`config.mk`:
```
export PLATFORM = sky130hd
export DESIGN_NAME = regfile_writeback_queue_flat
export DESIGN_NICKNAME = d
export VERILOG_FILES = /design/src/rtl/regfile_writeback_queue_pkg.sv /design/src/rtl/regfile_writeback_queue_if.sv /design/src/rtl/regfile_writeback_queue_bypass.sv /design/src/rtl/regfile_writeback_queue.sv /design/src/flat_wrapper.sv
export SDC_FILE = /design/constraint.sdc
export NUM_CORES = 1
export LEC_CHECK = 0
export ABC_AREA = 1
export CAP_MARGIN = 20
export CORE_MARGIN = 10
export CORE_UTILIZATION = 31
export CTS_BUF_LIST = sky130_fd_sc_hd__clkbuf_4 sky130_fd_sc_hd__clkbuf_8
export CTS_CLUSTER_SIZE = 14
export DETAILED_ROUTE_END_ITERATION = 10
export SYNTH_ARGS = -nofsm -noshare
export SYNTH_HDL_FRONTEND = slang
export SYNTH_SLANG_ARGS = --single-unit
export TNS_END_PERCENT = 5
```
`constraint.sdc`:
```
create_clock -name clk_i -period 11.5 [get_ports clk_i]
set_input_delay 1.725 -clock clk_i [delete_from_list [all_inputs] [get_ports clk_i]]
set_output_delay 1.725 -clock clk_i [all_outputs]
set_load 0.02 [all_outputs]
```
`src/rtl/regfile_writeback_queue_pkg.sv`:
```
// regfile_pkg: shared register-bank constants and write-back entry type
package regfile_pkg;
  localparam int DATA_W = 64;
  localparam int ADDR_W = 5;
  localparam int ZERO_REG = 31;
  localparam int NUM_REGS = 32;
  typedef struct packed {
    logic [ADDR_W-1:0] rd;
    logic [DATA_W-1:0] data;
  } wb_entry_t;
endpackage

```
`src/rtl/regfile_writeback_queue_if.sv`:
```
// regfile_writeback_queue_if: producer, bank write port and bypass lookup signals
interface regfile_writeback_queue_if import regfile_pkg::*; #(
  parameter int DEPTH = 4,
  parameter int DATA_W = regfile_pkg::DATA_W,
  parameter int ADDR_W = regfile_pkg::ADDR_W
);
  logic in_valid;
  logic in_ready;
  logic [ADDR_W-1:0] in_reg;
  logic [DATA_W-1:0] in_data;
  logic rf_stall;
  logic rf_write;
  logic [ADDR_W-1:0] rf_reg;
  logic [DATA_W-1:0] rf_data;
  logic [ADDR_W-1:0] lk1_reg;
  logic lk1_hit;
  logic [DATA_W-1:0] lk1_data;
  logic [ADDR_W-1:0] lk2_reg;
  logic lk2_hit;
  logic [DATA_W-1:0] lk2_data;
  logic [$clog2(DEPTH):0] count;
  logic empty;
  modport master (
    output in_valid, in_reg, in_data, rf_stall, lk1_reg, lk2_reg,
    input in_ready, rf_write, rf_reg, rf_data, lk1_hit, lk1_data, lk2_hit, lk2_data, count, empty
  );
  modport slave (
    input in_valid, in_reg, in_data, rf_stall, lk1_reg, lk2_reg,
    output in_ready, rf_write, rf_reg, rf_data, lk1_hit, lk1_data, lk2_hit, lk2_data, count, empty
  );
endinterface

```
`src/rtl/regfile_writeback_queue_bypass.sv`:
```
// wb_bypass_match: youngest-first search of queued writes for one read port
module wb_bypass_match import regfile_pkg::*; #(
  parameter int DEPTH = 4,
  parameter int DATA_W = regfile_pkg::DATA_W,
  parameter int ADDR_W = regfile_pkg::ADDR_W,
  parameter int ZERO_REG = regfile_pkg::ZERO_REG
) (
  input  logic [DEPTH-1:0]         valid_i,
  input  logic [ADDR_W-1:0]        reg_i [DEPTH],
  input  logic [DATA_W-1:0]        data_i [DEPTH],
  input  logic [$clog2(DEPTH)-1:0] tail_i,
  input  logic [ADDR_W-1:0]        key_i,
  output logic                     hit_o,
  output logic [DATA_W-1:0]        data_o
);
  localparam int PW = $clog2(DEPTH);
  logic [PW-1:0] idx;
  // Walk oldest to youngest from the tail so the youngest match overwrites older ones
  always_comb begin
    hit_o = 1'b0;
    data_o = '0;
    idx = '0;
    for (int k = DEPTH; k >= 1; k--) begin
      idx = tail_i - PW'(k);
      if (valid_i[idx] && reg_i[idx] == key_i && key_i != ADDR_W'(ZERO_REG)) begin
        hit_o = 1'b1;
        data_o = data_i[idx];
      end
    end
  end
endmodule

```
`src/rtl/regfile_writeback_queue.sv`:
```
// regfile_writeback_queue: in-order write-back buffer draining into the register bank with bypass lookups
module regfile_writeback_queue import regfile_pkg::*; #(
  parameter int DEPTH = 4,
  parameter int DATA_W = regfile_pkg::DATA_W,
  parameter int ADDR_W = regfile_pkg::ADDR_W,
  parameter int ZERO_REG = regfile_pkg::ZERO_REG
) (
  input logic clk_i,
  input logic rst_ni,
  regfile_writeback_queue_if.slave wb
);
  localparam int PW = $clog2(DEPTH);
  localparam int CW = PW + 1;
  logic [PW-1:0] head_q, head_d, tail_q, tail_d;
  logic [CW-1:0] count_q, count_d;
  logic [DEPTH-1:0] valid_q, valid_d;
  logic [ADDR_W-1:0] reg_q [DEPTH];
  logic [DATA_W-1:0] data_q [DEPTH];
  logic pop, ready, enq;
  // Drain the head unless stalled; a pop frees a slot for the same-cycle push; XZR writes are acknowledged but dropped
  always_comb begin
    pop = count_q != '0 && !wb.rf_stall;
    ready = count_q < CW'(DEPTH) || pop;
    enq = wb.in_valid && ready && wb.in_reg != ADDR_W'(ZERO_REG);
    head_d = pop ? head_q + 1'b1 : head_q;
    tail_d = enq ? tail_q + 1'b1 : tail_q;
    count_d = count_q + CW'(enq) - CW'(pop);
    valid_d = valid_q;
    if (pop) valid_d[head_q] = 1'b0;
    if (enq) valid_d[tail_q] = 1'b1;
  end
  // Control state clears asynchronously so a reset drops rf_write and all bypass hits at once
  always_ff @(posedge clk_i or negedge rst_ni) begin
    if (!rst_ni) begin
      head_q <= '0;
      tail_q <= '0;
      count_q <= '0;
      valid_q <= '0;
    end else begin
      head_q <= head_d;
      tail_q <= tail_d;
      count_q <= count_d;
      valid_q <= valid_d;
    end
  end
  // Payload is never reset; the valid bits and count gate every use of it
  always_ff @(posedge clk_i) begin
    if (enq) begin
      reg_q[tail_q] <= wb.in_reg;
      data_q[tail_q] <= wb.in_data;
    end
  end
  assign wb.in_ready = ready;
  assign wb.rf_write = pop;
  assign wb.rf_reg = count_q == '0 ? '0 : reg_q[head_q];
  assign wb.rf_data = count_q == '0 ? '0 : data_q[head_q];
  assign wb.count = count_q;
  assign wb.empty = count_q == '0;
  wb_bypass_match #(.DEPTH(DEPTH), .DATA_W(DATA_W), .ADDR_W(ADDR_W), .ZERO_REG(ZERO_REG)) u_lk1 (
    .valid_i(valid_q), .reg_i(reg_q), .data_i(data_q), .tail_i(tail_q),
    .key_i(wb.lk1_reg), .hit_o(wb.lk1_hit), .data_o(wb.lk1_data)
  );
  wb_bypass_match #(.DEPTH(DEPTH), .DATA_W(DATA_W), .ADDR_W(ADDR_W), .ZERO_REG(ZERO_REG)) u_lk2 (
    .valid_i(valid_q), .reg_i(reg_q), .data_i(data_q), .tail_i(tail_q),
    .key_i(wb.lk2_reg), .hit_o(wb.lk2_hit), .data_o(wb.lk2_data)
  );
endmodule

```
`src/flat_wrapper.sv`:
```
// flat-port wrapper written by rule: the top's interface ports become plain ports
module regfile_writeback_queue_flat import regfile_pkg::*;
#(
  parameter int DEPTH = 4,
  parameter int DATA_W = regfile_pkg::DATA_W,
  parameter int ADDR_W = regfile_pkg::ADDR_W,
  parameter int ZERO_REG = regfile_pkg::ZERO_REG
)
  (clk_i, rst_ni, wb_in_valid, wb_in_reg, wb_in_data, wb_rf_stall, wb_lk1_reg, wb_lk2_reg, wb_in_ready, wb_rf_write, wb_rf_reg, wb_rf_data, wb_lk1_hit, wb_lk1_data, wb_lk2_hit, wb_lk2_data, wb_count, wb_empty);
  regfile_writeback_queue_if #(.DEPTH(DEPTH), .DATA_W(DATA_W), .ADDR_W(ADDR_W)) wb_i ();
  input logic clk_i;
  input logic rst_ni;
  input wire logic [$bits(wb_i.in_valid)-1:0] wb_in_valid;
  input wire logic [$bits(wb_i.in_reg)-1:0] wb_in_reg;
  input wire logic [$bits(wb_i.in_data)-1:0] wb_in_data;
  input wire logic [$bits(wb_i.rf_stall)-1:0] wb_rf_stall;
  input wire logic [$bits(wb_i.lk1_reg)-1:0] wb_lk1_reg;
  input wire logic [$bits(wb_i.lk2_reg)-1:0] wb_lk2_reg;
  output wire logic [$bits(wb_i.in_ready)-1:0] wb_in_ready;
  output wire logic [$bits(wb_i.rf_write)-1:0] wb_rf_write;
  output wire logic [$bits(wb_i.rf_reg)-1:0] wb_rf_reg;
  output wire logic [$bits(wb_i.rf_data)-1:0] wb_rf_data;
  output wire logic [$bits(wb_i.lk1_hit)-1:0] wb_lk1_hit;
  output wire logic [$bits(wb_i.lk1_data)-1:0] wb_lk1_data;
  output wire logic [$bits(wb_i.lk2_hit)-1:0] wb_lk2_hit;
  output wire logic [$bits(wb_i.lk2_data)-1:0] wb_lk2_data;
  output wire logic [$bits(wb_i.count)-1:0] wb_count;
  output wire logic [$bits(wb_i.empty)-1:0] wb_empty;
  assign wb_i.in_valid = wb_in_valid;
  assign wb_i.in_reg = wb_in_reg;
  assign wb_i.in_data = wb_in_data;
  assign wb_i.rf_stall = wb_rf_stall;
  assign wb_i.lk1_reg = wb_lk1_reg;
  assign wb_i.lk2_reg = wb_lk2_reg;
  assign wb_in_ready = wb_i.in_ready;
  assign wb_rf_write = wb_i.rf_write;
  assign wb_rf_reg = wb_i.rf_reg;
  assign wb_rf_data = wb_i.rf_data;
  assign wb_lk1_hit = wb_i.lk1_hit;
  assign wb_lk1_data = wb_i.lk1_data;
  assign wb_lk2_hit = wb_i.lk2_hit;
  assign wb_lk2_data = wb_i.lk2_data;
  assign wb_count = wb_i.count;
  assign wb_empty = wb_i.empty;
  regfile_writeback_queue #(.DEPTH(DEPTH), .DATA_W(DATA_W), .ADDR_W(ADDR_W), .ZERO_REG(ZERO_REG)) u_core (.clk_i(clk_i), .rst_ni(rst_ni), .wb(wb_i));
endmodule
```
==> run metrics <==
stage delay of the slowest cell on the critical path=1010 ps; Bufs and invs on worst path=4; Min Hold Slack=532.9 ps; via count of the first global-routing pass=22,016; DR WL/cell=18.98 um; area of the core region=73,210 um2; clock root buffer=sky130_fd_sc_hd__clkbuf_8; largest vdd supply drop=0.0002521 V; instance count along the most critical hold path=2; Inserted Clock Buffers=55; first drt pass iteration count=5; synthesis-stage register bit count=287; placed inst area=26,280 um2; antenna-violating nets left=0; library cells used by synthesis=30; largest cells by area after synthesis=sky130_fd_sc_hd__edfxtp_1, sky130_fd_sc_hd__nand2_1, sky130_fd_sc_hd__o21ai_0; Die Area=85,500 um2; number of hold buffers added after CTS=0; kind of end point of the critical path=primary output; number of buffers inserted to repair setup after CTS=0; share of the yosys chip area belonging to registers=37.23%; cell area after layout=27,580 um2; commonest cells after routing, fill and taps aside=sky130_fd_sc_hd__nand2_1, sky130_fd_sc_hd__o21ai_0, sky130_fd_sc_hd__nor2_1, sky130_fd_sc_hd__inv_1, sky130_fd_sc_hd__a21oi_1; maximum number of pins on one net before global-route repair=206; number of ports placed on the die boundary=288; Worst setup SP type=flip-flop; Crit path max-delay family=buffers and inverters; Worst Path Max Fanout=178; Cell Count, Final, Fillers Out=4,744; leak pwr=0.01173 uW; final core area utilization=37.68%; total vias in the final route=23,951; global router's overall resource usage=20.27%; data arrival time of the worst path=6970 ps; number of antenna violations at the first check in global routing=7; quantity of gates resized following cts=0; number of max-slew violations in the final report=0; reg2reg path depth=5; storage element area=8576 um2; HPWL Detailed=57,290 um; share of final-layout standard cells stronger than drive strength 1=3.941%; P per Cell Area=332.8 nW/um2; hold path start=u_core.valid_q[2]; area grow syn2layout=19.91%; unrepaired setup endpoints after global routing=false; CTS tree=done; setup slack on the worst flop-to-flop path=7150 ps; clock tree skew after final layout=24.89 ps; post-synthesis average cell area=6.335 um2; clock latency of the later-clocked register in the worst-skew pair=660 ps; cell type with the highest aggregate area in the netlist=sky130_fd_sc_hd__edfxtp_1; number of buffers added on ports=287; relative max-transition margin=21.38%; Netlist Area Pre-Place=23,000 um2; Placer Congestion=0.8858; multi-input combinational cell area=12,150 um2; sink count of the clock tree=287; Hold EP=u_core.valid_q[2]; worst reg2reg endpoint=u_core.data_q[156]; Final Hold Violating Endpoints=0; critical path class=flip-flop to primary output; outcome=completed; path type of the worst min-delay path=flip-flop to flip-flop; achievable frequency=0.1150 GHz; Gate Count Post-Synth=3,631; required time of the critical path=9780 ps; number of nets in the final layout=3,829; H-tree levels=2; via-per-instance ratio=5.049; Critical-path top delay cell=sky130_fd_sc_hd__dfrtp_4; Cell Count Post-Placement=4,637; TNS Setup=0 ps; sum of overflow across all layers after global routing=0; measured slew at the worst slew-check pin=1179 ps; wire length reported by the detailed router=90,040 um; maximum clock path buffer count=3; die extent in y=292.4 um; share of the clock period used by the worst path after layout=75.60%; wire length of the first global-routing pass=135,600 um; count of final setup violators=0; die boundary width=292.4 um; share of Yosys cell area claimed by the top area cell type=36.03%; clock period minus worst slack=8694 ps; start of the worst register-to-register path=u_core.tail_q[0]; standard-cell rows=99; commonest non-fill, non-tap cell in the layout=sky130_fd_sc_hd__nand2_1; filler instances=7,747; synthesized net count=3,725; Cell Chain, Critical Path=inv_8 -> ha_1 -> inv_8 -> nand3_1 -> nand3_1 -> nand2_1 -> nor2_1 -> nand3_4 -> buf_4 -> or2_0 -> nand3_1 -> nand2_1 -> nand2_1 -> clkdlybuf4s50_1; number of DRC violations after detailed routing=0; Worst-path clk slew=60 ps; Initial Utilization=31.42%; Initial DRC Count=2,169; Yosys warnings=0; Max Cap Viol=0
[how the worst max path moves through the flow]
stage / slack (ps) / to / startpoint / cells past startpoint
finish: 2810 / wb_lk2_data[30] / u_core.tail_q[0] / 14
global route: 2270 / wb_lk2_data[30] / u_core.tail_q[0] / 14
CTS: 2730 / wb_lk2_data[61] / u_core.tail_q[0] / 13
detailed placement: 3470 / wb_lk2_data[61] / u_core.tail_q[0] / 13
global placement: 3520 / wb_lk2_data[29] / u_core.tail_q[0] / 13
floorplan: 5740 / u_core.data_q[0] / wb_rf_stall / 5
[layout make-up]
cell class                 instances  share of cell area [%]
clock buffer                      63                   2.985
inverter                         324                   4.495
clock inverter                    40                   1.710
timing repair buffer             316                   11.30
multi-input combinational       2751                   44.04
antenna                            4                 0.03629
tap                              959                   4.350
sequential                       287                   31.09
[state kept, by name, summed over array words and instances, names as in the netlist]
register / flops
u_core.data_q: 256
u_core.head_q: 2
u_core.reg_q: 20
u_core.tail_q: 2
u_core.valid_q: 4
u_core.wb.count: 3
[where the power goes]
group | internal [uW] | switching, uW
Sequential | 1350 | 164
Clock | 727 | 495
Combinational | 2050 | 4390
Total | 4130 | 5050
[logic make-up (layout without fill, tap and decap cells)]
kind of cell             Yosys count  in the layout  synth area share, %
AO/OA/AOI/OAI                    974            974                21.27
AND/OR/NAND/NOR                 1755           1755                30.07
buffers and inverters            593            743                10.38
other                              0              4                    0
adder cells (fa/ha/maj)           11             11               0.6310
XOR/XNOR                          11             11               0.4188
flip-flops                       287            287                37.23
[metal layers]
| layer | vias up | part of all wire, % | global-route usage, % |
|---|---|---|---|
| met1 | 10984 | 44 | 26.56 |
| met2 | 792 | 46 | 33.96 |
| met3 | 116 | 7.4 | 3.881 |
| li1 | 12053 | - | - |
| met4 | 6 | 2.0 | 4.816 |
| met5 | - | 0.051 | 0 |
[per-stage QoR]
stage | setup WS (ps) | power (uW)
final | 2806 | 9179
after global routing | 2273 | 9977
after CTS | 2732 | 9231
after detailed placement | 3474 | 7966
after global placement | 3517 | 7937
after floorplan | 5740 | 5545
[worst reg2reg max path, cell delays in order (launching register included)]
cell and delay, ps:
sky130_fd_sc_hd__dfrtp_4 1010, sky130_fd_sc_hd__buf_12 480, sky130_fd_sc_hd__ha_1 760, sky130_fd_sc_hd__inv_1 70, sky130_fd_sc_hd__nor2_4 710, sky130_fd_sc_hd__buf_4 910
[Yosys cell counts]
cell type and n:
sky130_fd_sc_hd__inv_2 6, sky130_fd_sc_hd__dfrtp_1 11, sky130_fd_sc_hd__a21oi_1 307, sky130_fd_sc_hd__or2_0 15
sky130_fd_sc_hd__nand4_1 10, sky130_fd_sc_hd__clkbuf_1 140, sky130_fd_sc_hd__nand2_1 1097, sky130_fd_sc_hd__clkinv_1 1
sky130_fd_sc_hd__xnor2_1 1, sky130_fd_sc_hd__o21ai_0 655, sky130_fd_sc_hd__nor2_2 5, sky130_fd_sc_hd__nor2_1 444
sky130_fd_sc_hd__nand3b_1 1, sky130_fd_sc_hd__nand3_2 1, sky130_fd_sc_hd__buf_2 91, sky130_fd_sc_hd__buf_1 29
sky130_fd_sc_hd__or2_1 4, sky130_fd_sc_hd__nor3_1 2, sky130_fd_sc_hd__buf_4 5, sky130_fd_sc_hd__inv_1 317
sky130_fd_sc_hd__ha_1 10, sky130_fd_sc_hd__edfxtp_1 276, sky130_fd_sc_hd__o2111ai_1 2, sky130_fd_sc_hd__fa_1 1
sky130_fd_sc_hd__nor2_4 2, sky130_fd_sc_hd__xor2_1 10, sky130_fd_sc_hd__o21ai_1 6, sky130_fd_sc_hd__buf_6 4
sky130_fd_sc_hd__o21a_1 4, sky130_fd_sc_hd__nand3_1 174
(Power assumes the default switching activity.)
